### config.mk
export PLATFORM = sky130hd
export DESIGN_NAME = i2c_reg_target
export DESIGN_NICKNAME = d
export VERILOG_FILES = /design/src/rtl/i2c_reg_target.sv
export SDC_FILE = /design/constraint.sdc
export NUM_CORES = 1
export LEC_CHECK = 0
export BUFFER_PORTS_ARGS = -buffer_cell sky130_fd_sc_hd__clkbuf_2
export CORE_MARGIN = 2
export CORE_UTILIZATION = 33
export CTS_CLUSTER_SIZE = 16
export DETAILED_ROUTE_END_ITERATION = 7
export PLACE_DENSITY_LB_ADDON = 0.1
export SLEW_MARGIN = 10
export SYNTH_ARGS = -nofsm -noshare
export SYNTH_HDL_FRONTEND = slang
export SYNTH_SLANG_ARGS = --single-unit
### constraint.sdc
create_clock -name clk_i -period 6.7 [get_ports clk_i]
set_input_delay 1.34 -clock clk_i [delete_from_list [all_inputs] [get_ports clk_i]]
set_output_delay 1.34 -clock clk_i [all_outputs]
set_load 0.005 [all_outputs]
### src/rtl/i2c_reg_target.sv
// I2C target with a register-pointer front end, oversampled by clk_i.
// Write: START, addr+W, AddrBytes pointer bytes, then DataBytes-wide words.
// Read:  START, addr+R, words fetched from rd_data_i at the current pointer.
module i2c_reg_target #(
  parameter int unsigned AddrBytes    = 1,
  parameter int unsigned DataBytes    = 2,
  parameter int unsigned RegAddrWidth = 8 * AddrBytes
) (
  input  logic                    clk_i,
  input  logic                    rst_ni,
  input  logic                    enable_i,
  input  logic                    open_drain_i,
  input  logic [6:0]              chip_id_i,
  output logic [RegAddrWidth-1:0] reg_addr_o,
  output logic [8*DataBytes-1:0]  wr_data_o,
  output logic                    wr_en_o,
  input  logic [8*DataBytes-1:0]  rd_data_i,
  output logic                    rd_strobe_o,
  output logic                    busy_o,
  output logic                    done_o,
  input  logic                    sda_i,
  output logic                    sda_o,
  output logic                    sda_oen_o,
  input  logic                    scl_i
);

  localparam int unsigned WordW = 8 * DataBytes;

  typedef enum logic [3:0] {
    StIdle, StAddr, StAddrAck, StPtr, StPtrAck,
    StWdata, StWdataAck, StRdata, StRdataAck, StIgnore
  } state_e;

  // [0],[1] synchronizer stages; [2] previous synchronized value for edge detection
  logic [2:0] scl_q, sda_q;

  state_e                  state_q, state_d;
  logic [3:0]              bit_cnt_q, bit_cnt_d;
  logic [7:0]              byte_cnt_q, byte_cnt_d;
  logic [7:0]              sh_q, sh_d;
  logic                    rw_q, rw_d;
  logic                    ack_q, ack_d;
  logic [RegAddrWidth-1:0] ptr_acc_q, ptr_acc_d;
  logic [WordW-1:0]        wacc_q, wacc_d;
  logic [WordW-1:0]        tx_q, tx_d;
  logic                    drive_q, drive_d;
  logic                    bit_q, bit_d;
  logic [RegAddrWidth-1:0] reg_addr_q, reg_addr_d;
  logic [WordW-1:0]        wr_data_q, wr_data_d;
  logic                    wr_en_q, wr_en_d;
  logic                    rd_strobe_q, rd_strobe_d;
  logic                    busy_q, busy_d;
  logic                    done_q, done_d;
  logic                    inc_q, inc_d;

  logic scl_rise, scl_fall, start_det, stop_det;
  logic [RegAddrWidth-1:0] ptr_next;
  logic [WordW-1:0]        word_next;

  assign scl_rise  = scl_q[1] & ~scl_q[2];
  assign scl_fall  = ~scl_q[1] & scl_q[2];
  assign start_det = scl_q[1] & scl_q[2] & ~sda_q[1] & sda_q[2];
  assign stop_det  = scl_q[1] & scl_q[2] & sda_q[1] & ~sda_q[2];

  assign ptr_next  = RegAddrWidth'({ptr_acc_q, sh_q});
  assign word_next = WordW'({wacc_q, sh_q});

  // Pad synchronizers; reset to the idle-bus level so reset release sees no edge
  always_ff @(posedge clk_i or negedge rst_ni) begin
    if (!rst_ni) begin
      scl_q <= 3'b111;
      sda_q <= 3'b111;
    end else begin
      scl_q <= {scl_q[1:0], scl_i};
      sda_q <= {sda_q[1:0], sda_i};
    end
  end

  // Protocol state and datapath registers
  always_ff @(posedge clk_i or negedge rst_ni) begin
    if (!rst_ni) begin
      state_q     <= StIdle;
      bit_cnt_q   <= '0;
      byte_cnt_q  <= '0;
      sh_q        <= '0;
      rw_q        <= 1'b0;
      ack_q       <= 1'b0;
      ptr_acc_q   <= '0;
      wacc_q      <= '0;
      tx_q        <= '0;
      drive_q     <= 1'b0;
      bit_q       <= 1'b0;
      reg_addr_q  <= '0;
      wr_data_q   <= '0;
      wr_en_q     <= 1'b0;
      rd_strobe_q <= 1'b0;
      busy_q      <= 1'b0;
      done_q      <= 1'b0;
      inc_q       <= 1'b0;
    end else begin
      state_q     <= state_d;
      bit_cnt_q   <= bit_cnt_d;
      byte_cnt_q  <= byte_cnt_d;
      sh_q        <= sh_d;
      rw_q        <= rw_d;
      ack_q       <= ack_d;
      ptr_acc_q   <= ptr_acc_d;
      wacc_q      <= wacc_d;
      tx_q        <= tx_d;
      drive_q     <= drive_d;
      bit_q       <= bit_d;
      reg_addr_q  <= reg_addr_d;
      wr_data_q   <= wr_data_d;
      wr_en_q     <= wr_en_d;
      rd_strobe_q <= rd_strobe_d;
      busy_q      <= busy_d;
      done_q      <= done_d;
      inc_q       <= inc_d;
    end
  end

  // Next-state: bus conditions override bit-level activity in every state
  always_comb begin
    state_d     = state_q;
    bit_cnt_d   = bit_cnt_q;
    byte_cnt_d  = byte_cnt_q;
    sh_d        = sh_q;
    rw_d        = rw_q;
    ack_d       = ack_q;
    ptr_acc_d   = ptr_acc_q;
    wacc_d      = wacc_q;
    tx_d        = tx_q;
    drive_d     = drive_q;
    bit_d       = bit_q;
    reg_addr_d  = inc_q ? reg_addr_q + RegAddrWidth'(1) : reg_addr_q;
    wr_data_d   = wr_data_q;
    wr_en_d     = 1'b0;
    rd_strobe_d = 1'b0;
    busy_d      = busy_q;
    done_d      = 1'b0;
    inc_d       = 1'b0;

    if (!enable_i) begin
      state_d    = StIdle;
      bit_cnt_d  = '0;
      byte_cnt_d = '0;
      drive_d    = 1'b0;
      busy_d     = 1'b0;
    end else if (start_det) begin
      state_d    = StAddr;
      bit_cnt_d  = '0;
      byte_cnt_d = '0;
      drive_d    = 1'b0;
      busy_d     = 1'b0;
    end else if (stop_det) begin
      state_d    = StIdle;
      bit_cnt_d  = '0;
      byte_cnt_d = '0;
      drive_d    = 1'b0;
      done_d     = busy_q;
      busy_d     = 1'b0;
    end else begin
      case (state_q)
        StAddr, StPtr, StWdata: begin
          if (scl_rise) begin
            sh_d      = {sh_q[6:0], sda_q[1]};
            bit_cnt_d = bit_cnt_q + 4'd1;
          end else if (scl_fall && bit_cnt_q == 4'd8) begin
            bit_cnt_d = '0;
            drive_d   = 1'b1;
            bit_d     = 1'b0;
            case (state_q)
              StAddr: begin
                if (sh_q[7:1] == chip_id_i) begin
                  busy_d  = 1'b1;
                  rw_d    = sh_q[0];
                  state_d = StAddrAck;
                end else begin
                  drive_d = 1'b0;
                  state_d = StIgnore;
                end
              end
              StPtr: begin
                ptr_acc_d = ptr_next;
                if (byte_cnt_q == 8'(AddrBytes - 1)) reg_addr_d = ptr_next;
                state_d = StPtrAck;
              end
              default: begin
                wacc_d  = word_next;
                state_d = StWdataAck;
              end
            endcase
          end
        end
        StAddrAck: begin
          if (scl_fall) begin
            byte_cnt_d = '0;
            bit_cnt_d  = '0;
            if (rw_q) begin
              tx_d        = {rd_data_i[WordW-2:0], 1'b0};
              bit_d       = rd_data_i[WordW-1];
              drive_d     = 1'b1;
              rd_strobe_d = 1'b1;
              state_d     = StRdata;
            end else begin
              drive_d = 1'b0;
              state_d = StPtr;
            end
          end
        end
        StPtrAck: begin
          if (scl_fall) begin
            drive_d   = 1'b0;
            bit_cnt_d = '0;
            if (byte_cnt_q == 8'(AddrBytes - 1)) begin
              byte_cnt_d = '0;
              state_d    = StWdata;
            end else begin
              byte_cnt_d = byte_cnt_q + 8'd1;
              state_d    = StPtr;
            end
          end
        end
        StWdataAck: begin
          if (scl_fall) begin
            drive_d   = 1'b0;
            bit_cnt_d = '0;
            state_d   = StWdata;
            if (byte_cnt_q == 8'(DataBytes - 1)) begin
              wr_data_d  = wacc_q;
              wr_en_d    = 1'b1;
              inc_d      = 1'b1;
              byte_cnt_d = '0;
            end else begin
              byte_cnt_d = byte_cnt_q + 8'd1;
            end
          end
        end
        StRdata: begin
          if (scl_rise) begin
            bit_cnt_d = bit_cnt_q + 4'd1;
          end else if (scl_fall) begin
            if (bit_cnt_q == 4'd8) begin
              drive_d   = 1'b0;
              bit_cnt_d = '0;
              state_d   = StRdataAck;
            end else begin
              bit_d   = tx_q[WordW-1];
              tx_d    = {tx_q[WordW-2:0], 1'b0};
              drive_d = 1'b1;
            end
          end
        end
        StRdataAck: begin
          if (scl_rise) begin
            ack_d = sda_q[1];
            // Advance before the slot ends so the next fetch sees the new word
            if (!sda_q[1] && byte_cnt_q == 8'(DataBytes - 1)) begin
              reg_addr_d = reg_addr_q + RegAddrWidth'(1);
            end
          end else if (scl_fall) begin
            bit_cnt_d = '0;
            if (ack_q) begin
              drive_d = 1'b0;
              state_d = StIgnore;
            end else if (byte_cnt_q == 8'(DataBytes - 1)) begin
              byte_cnt_d  = '0;
              tx_d        = {rd_data_i[WordW-2:0], 1'b0};
              bit_d       = rd_data_i[WordW-1];
              drive_d     = 1'b1;
              rd_strobe_d = 1'b1;
              state_d     = StRdata;
            end else begin
              byte_cnt_d = byte_cnt_q + 8'd1;
              bit_d      = tx_q[WordW-1];
              tx_d       = {tx_q[WordW-2:0], 1'b0};
              drive_d    = 1'b1;
              state_d    = StRdata;
            end
          end
        end
        default: ;
      endcase
    end
  end

  assign reg_addr_o  = reg_addr_q;
  assign wr_data_o   = wr_data_q;
  assign wr_en_o     = wr_en_q;
  assign rd_strobe_o = rd_strobe_q;
  assign busy_o      = busy_q;
  assign done_o      = done_q;
  // Open-drain only ever pulls low; push-pull drives the bit value while transmitting
  assign sda_o       = open_drain_i ? 1'b0 : (drive_q & bit_q);
  assign sda_oen_o   = drive_q & (open_drain_i ? ~bit_q : 1'b1);

endmodule
==> run metrics, run 1 <==
outcome finished, final reports clean; Total GRT Usage 15.1%; hold-fix buffer count after cts 0; Non-Filler Instances 677; Hold Slack 0.359 ns; worst hold path depth 0; Pre-Repair DR Iteration Count 5; Post-synth EDFFs 0; CP Buf/Inv Count 2; fillcell total 1412; CTS Root Cell clkbuf_16; r2r setup slk 3.89 ns; Worst-Margin Slew 1.12 ns; Critical Path Most Common Cell clkbuf_2; CTS sink count 93; max frequency 326 MHz; area grow syn2layout 14.5%; die span in x 125 um; CP startpoint kind input port; FF-to-FF End tx_q[2]; core area 14400 um2; Crit path max-delay family buffers and inverters; slowest cell on the critical path a21boi_0; # H-tree levels 3; drt drc 0; max-cap violations 0; GR Overflow Total 0; post-synthesis cell type count 69; most frequent cells in the layout dfrtp_1 (87), clkbuf_2 (57), nand2_1 (51); first-pass GRT wire length 18.8 mm; Die Span Y 125 um; vias in the first global route 3517; Post-CTS Setup Bufs 0; RSZ-0062 raised after global routing no; Worst-path clk slew 0.07 ns; Hold WC Path Type flip-flop to flip-flop; Worst-Skew Late Latency 0.36 ns; maximum vdd drop 0.125 mV; Seq/Total Area, Yosys 48.5%; Hold Path Origin sda_q[0]; crit path launch open_drain_i; fin crit share 45.8%; WHS Endpoint sda_q[1]; Required @ worst endpoint 5.36 ns; Vias/cell 5.19; syn nets 476; Synth Cell Area 4810 um2; Die ar. 15600 um2; # IOs 59; Worst R2R Start state_q[3]; largest buffer count on any clock path 2; Crit path arrival time 1.73 ns; standard-cell row count 44; R2R depth 5; Placer Congestion 0.865; nets 523; ys flop type dfrtp_1; total CTS buffers 9; Pleak 0.00256 uW; CP Cell Sequence clkbuf_2 > a21boi_0 > clkbuf_2; Cells after DPL 661; drt wl/cell 16.3 um; mean post-synth cell area 10.9 um2; crit path time final 3.07 ns; Synth async-reset ratio 100%; Synth warnings 0; diode count 0; Routed Antenna Nets 0; share of cells above drive strength 1 29.8%; Reg area 2330 um2; initial antenna violation count 0; fin worst setup slack 3.63 ns; pre-CTS setup slack 3.39 ns; DRT iter0 DRCs 245; Setup crit end kind output port; Seq cells post-synth 93; CTS tree yes; routed vias 3513; Critical Path Max Stage Delay 0.17 ns; starting density of the core 33.5%; Multi-input gate area 2310 um2; critical path class input port to output port; port bufs 58; setup TNS 0 ns; Final Hold Viols 0; pin count of the biggest net entering global routing 60; commonest non-fill, non-tap cell in the layout dfrtp_1; fin. max-slew vios 0; final setup fails 0; final WL 11.1 mm; Power Density 297 nW/um2; worst-path maximum fanout 2; synthesized instance count 441; post-CTS resize count 0; dpl hpwl 7.46 mm; Final Skew 0.00819 ns; Max-slew headroom 25.6%
==> kinds of logic (layout without fill, tap and decap cells) <==
kind of cell	Yosys count	after routing	synth area share, %
xor+xnor	22	22	4.00
fa+ha+maj	6	6	1.56
mux	60	60	13.6
buf+inv	34	86	3.53
compound gates	89	89	12.3
flops	93	93	48.5
simple gates	137	137	16.4
==> worst max-delay path by stage <==
stage | end | slack, ns | cells past startpoint
3_3_place_gp | state_q[1] | 3.44 | 7
2_1_floorplan | state_q[1] | 3.66 | 7
6_report | sda_oen_o | 3.63 | 3
3_5_place_dp | byte_cnt_q[6] | 3.39 | 6
5_1_grt | byte_cnt_q[4] | 3.55 | 6
4_1_cts | sda_oen_o | 3.61 | 3
==> through the flow <==
step / cell area, um2 / power [uW] / utilization, %
global route: 5510 / 1740 / 38.4
finish: 5510 / 1640 / 38.4
detailed placement: 5220 / 1130 / 36.3
floorplan: 4810 / 1030 / -
global placement: 5220 / 1130 / 36.3
CTS: 5510 / 1660 / 38.4
==> flip-flops by register name (all words and copies together), names as in the netlist, 3 cells and up <==
register    cells
tx_q           15
bit_cnt_q       4
wacc_q         16
byte_cnt_q      8
reg_addr_o      8
ptr_next        8
wr_data_o      16
scl_q           3
sda_q           3
state_q         4
==> worst register-to-register path: stages, from the launching register on <==
cell,delay [ns]
dfrtp_1,0.69
nand2b_1,0.52
nor2_1,0.22
a21oi_2,0.85
mux2i_1,0.29
o21ai_0,0.10
==> power breakdown <==
group	total (uW)	switching [uW]	internal (uW)
clock network	516	244	272
registers	725	99.8	625
logic	396	227	169
==> synth_stat cells, types with 2 or more instances <==
| master | count | share of area [%] |
|---|---|---|
| nand4_1 | 4 | 0.52 |
| and2_1 | 2 | 0.26 |
| o211ai_1 | 3 | 0.47 |
| buf_2 | 12 | 1.2 |
| xor2_1 | 15 | 2.7 |
| o21ai_0 | 30 | 3.1 |
| dfstp_2 | 6 | 3.3 |
| a31oi_1 | 2 | 0.26 |
| dfrtp_1 | 87 | 45 |
| a21oi_1 | 8 | 0.83 |
| mux2i_1 | 15 | 3.1 |
| nand2_1 | 51 | 4.0 |
| inv_1 | 11 | 0.86 |
| mux2_2 | 44 | 10 |
| ha_1 | 6 | 1.6 |
| a22oi_1 | 10 | 1.6 |
| nand3_1 | 18 | 1.9 |
| o22ai_1 | 10 | 1.3 |
| nand3_2 | 2 | 0.42 |
| nor2_1 | 12 | 0.94 |
| nor3_1 | 9 | 0.94 |
| nor2b_1 | 4 | 0.52 |
| and3_1 | 5 | 0.65 |
| o311ai_1 | 4 | 0.73 |
| nand2b_1 | 6 | 0.78 |
| xnor2_1 | 7 | 1.3 |
| a21oi_2 | 2 | 0.36 |
| nor4_4 | 3 | 1.3 |
| buf_6 | 3 | 0.70 |
| or3_1 | 2 | 0.26 |
| nand3b_1 | 3 | 0.47 |
| a31o_2 | 2 | 0.36 |
| or2_2 | 2 | 0.26 |
| clkbuf_1 | 6 | 0.47 |
==> layout make-up <==
type / instances / share of cell area [%]
sequential: 93 / 42.4
multi-input combinational: 314 / 41.9
timing repair buffer: 59 / 5.45
clock buffer: 10 / 4.33
tap: 184 / 4.18
clock inverter: 6 / 1.04
inverter: 11 / 0.749
==> routing by layer <==
layer,up-vias,wire length (um),global-route usage (%)
met5,-,0,0
met4,0,259,7.14
met3,18,442,2.49
met2,98,5210,23.4
met1,1703,5150,20.5
li1,1694,-,-
No activity file was read; power rests on OpenSTA's default activity.
==> inputs of run 2 (changes only) <==
==> constraint.sdc (replaced) <==
create_clock -name clk_i -period 2.7 [get_ports clk_i]
set_input_delay 0.54 -clock clk_i [delete_from_list [all_inputs] [get_ports clk_i]]
set_output_delay 0.54 -clock clk_i [all_outputs]
set_load 0.005 [all_outputs]
==> run 2 against run 1 <==
Compared with the run above:
- register-to-register slack lost 3.6 ns
- sequential cell count unchanged
- non-clock buffer count up 17
- die area unchanged
- utilization grew 1.0 points
- combinational power grew to 2.8 times the previous value
- first-iteration DRC count shrank 7.8%
- critical path depth up 3
- setup slack got worse by 3.3 ns
- via count shrank 1.2%
- power grew to 2.5 times the previous value
- critical endpoint is now state_q[3]
- largest cell class unchanged
==> run metrics, run 2 (synthesized netlist as in run 1, its figures left out) <==
share of cells above drive strength 1 32.2%; outcome finished, final reports clean; CTS sink count 93; first-pass GRT wire length 18.3 mm; pin count of the biggest net entering global routing 67; Total GRT Usage 14.6%; Required @ worst endpoint 2.94 ns; GR Overflow Total 0; Die ar. 15600 um2; core area 14400 um2; largest buffer count on any clock path 2; Setup crit end kind flip-flop; fin worst setup slack 0.317 ns; Vias/cell 5.00; r2r setup slk 0.32 ns; fin crit share 88.2%; Worst R2R Start state_q[3]; critical path class flip-flop to flip-flop; Worst-path clk slew 0.07 ns; Pleak 0.00265 uW; Hold WC Path Type input port to asynchronous set/reset pin; port bufs 58; vias in the first global route 3466; Placer Congestion 0.896; FF-to-FF End state_q[3]; max frequency 420 MHz; setup TNS 0 ns; commonest non-fill, non-tap cell in the layout dfrtp_1; DRT iter0 DRCs 226; hold-fix buffer count after cts 0; Worst-Margin Slew 0.450 ns; worst-path maximum fanout 15; crit path time final 2.38 ns; pre-CTS setup slack 0.318 ns; Crit path arrival time 2.62 ns; total CTS buffers 9; nets 540; Routed Antenna Nets 0; routed vias 3470; diode count 0; drt drc 0; Worst-Skew Late Latency 0.35 ns; max-cap violations 0; post-CTS resize count 0; Hold Slack 0.112 ns; # H-tree levels 3; initial antenna violation count 0; CTS tree yes; CTS Root Cell clkbuf_16; CP startpoint kind flip-flop; die span in x 125 um; starting density of the core 33.5%; Area after DPL 5360 um2; Pre-Repair DR Iteration Count 5; Final Core Density 39.4%; drt wl/cell 15.7 um; standard-cell row count 44; slowest cell on the critical path dfrtp_1; area grow syn2layout 17.6%; final setup fails 0; Max-slew headroom 69.9%; Power Density 730 nW/um2; most frequent cells in the layout dfrtp_1 (87), clkbuf_2 (57), nand2_1 (51); fin. max-slew vios 0; Critical Path Max Stage Delay 0.56 ns; # IOs 59; RSZ-0062 raised after global routing no; dpl hpwl 7.65 mm; fin area 5660 um2; maximum vdd drop 0.284 mV; Die Span Y 125 um; Final Hold Viols 0; CP Cell Sequence or3b_2 > a21oi_1 > a32oi_1 > o21ai_1 > o21bai_2 > mux2_2; Post-CTS Setup Bufs 0; R2R depth 6; final WL 10.9 mm; Final Skew 0.0110 ns
## run 2: cell types whose count changed in the layout (fill, tap and decap cells not counted)
| cell | change |
|---|---|
| buf_4 | +16 |
| inv_6 | -2 |
| buf_12 | +1 |
| clkinv_4 | +1 |
| clkinv_8 | +1 |
## run 2: where the power goes
part           internal (uW)  total [uW]  switching [uW]
sequential              1550        1740             186
combinational            488        1120             632
clock                    677        1270             597
## run 2: critical path: cells and delay by family (launching register included)
kind | cells | cell delay, ns
mux | 1 | 0.38
flops | 1 | 0.56
compound gates | 4 | 0.82
simple gates | 1 | 0.51
## run 2: metal layers
| layer | GRT usage, % | vias up | wire length (um) | part of all wire (%) |
|---|---|---|---|---|
| met4 | 6.41 | 0 | 148 | 1.4 |
| met1 | 20.6 | 1696 | 5360 | 49 |
| li1 | - | 1717 | - | - |
| met3 | 2.49 | 10 | 299 | 2.8 |
| met5 | 0 | - | 0 | 0 |
| met2 | 22.0 | 47 | 5060 | 47 |
## run 2: through the flow
| stage | instances | power [uW] |
|---|---|---|
| 4_1_cts | 694 | 4190 |
| 3_5_place_dp | 678 | 2880 |
| 3_3_place_gp | 678 | 2890 |
| 6_report | 694 | 4130 |
| 2_1_floorplan | 441 | 2550 |
| 5_1_grt | 694 | 4400 |
## run 2: cell type report
cell class              count  area [um2]
well taps                 184         230
inverters                  11        41.3
multi-input cells         314        2310
repair buffers             76         440
clock inverters             6        65.1
clock buffers              10         239
fillers                  1404        8710
flip-flops and latches     93        2330
## run 2: worst max path at each step
stage / from / endpoint / slack, ns / cells past startpoint
after floorplan: enable_i / state_q[1] / 0.46 / 7
after global routing: state_q[3] / byte_cnt_q[5] / 0.14 / 5
after global placement: enable_i / state_q[3] / 0.30 / 8
after detailed placement: enable_i / state_q[3] / 0.32 / 8
final: state_q[3] / state_q[3] / 0.32 / 6
after CTS: state_q[3] / state_q[3] / 0.33 / 6
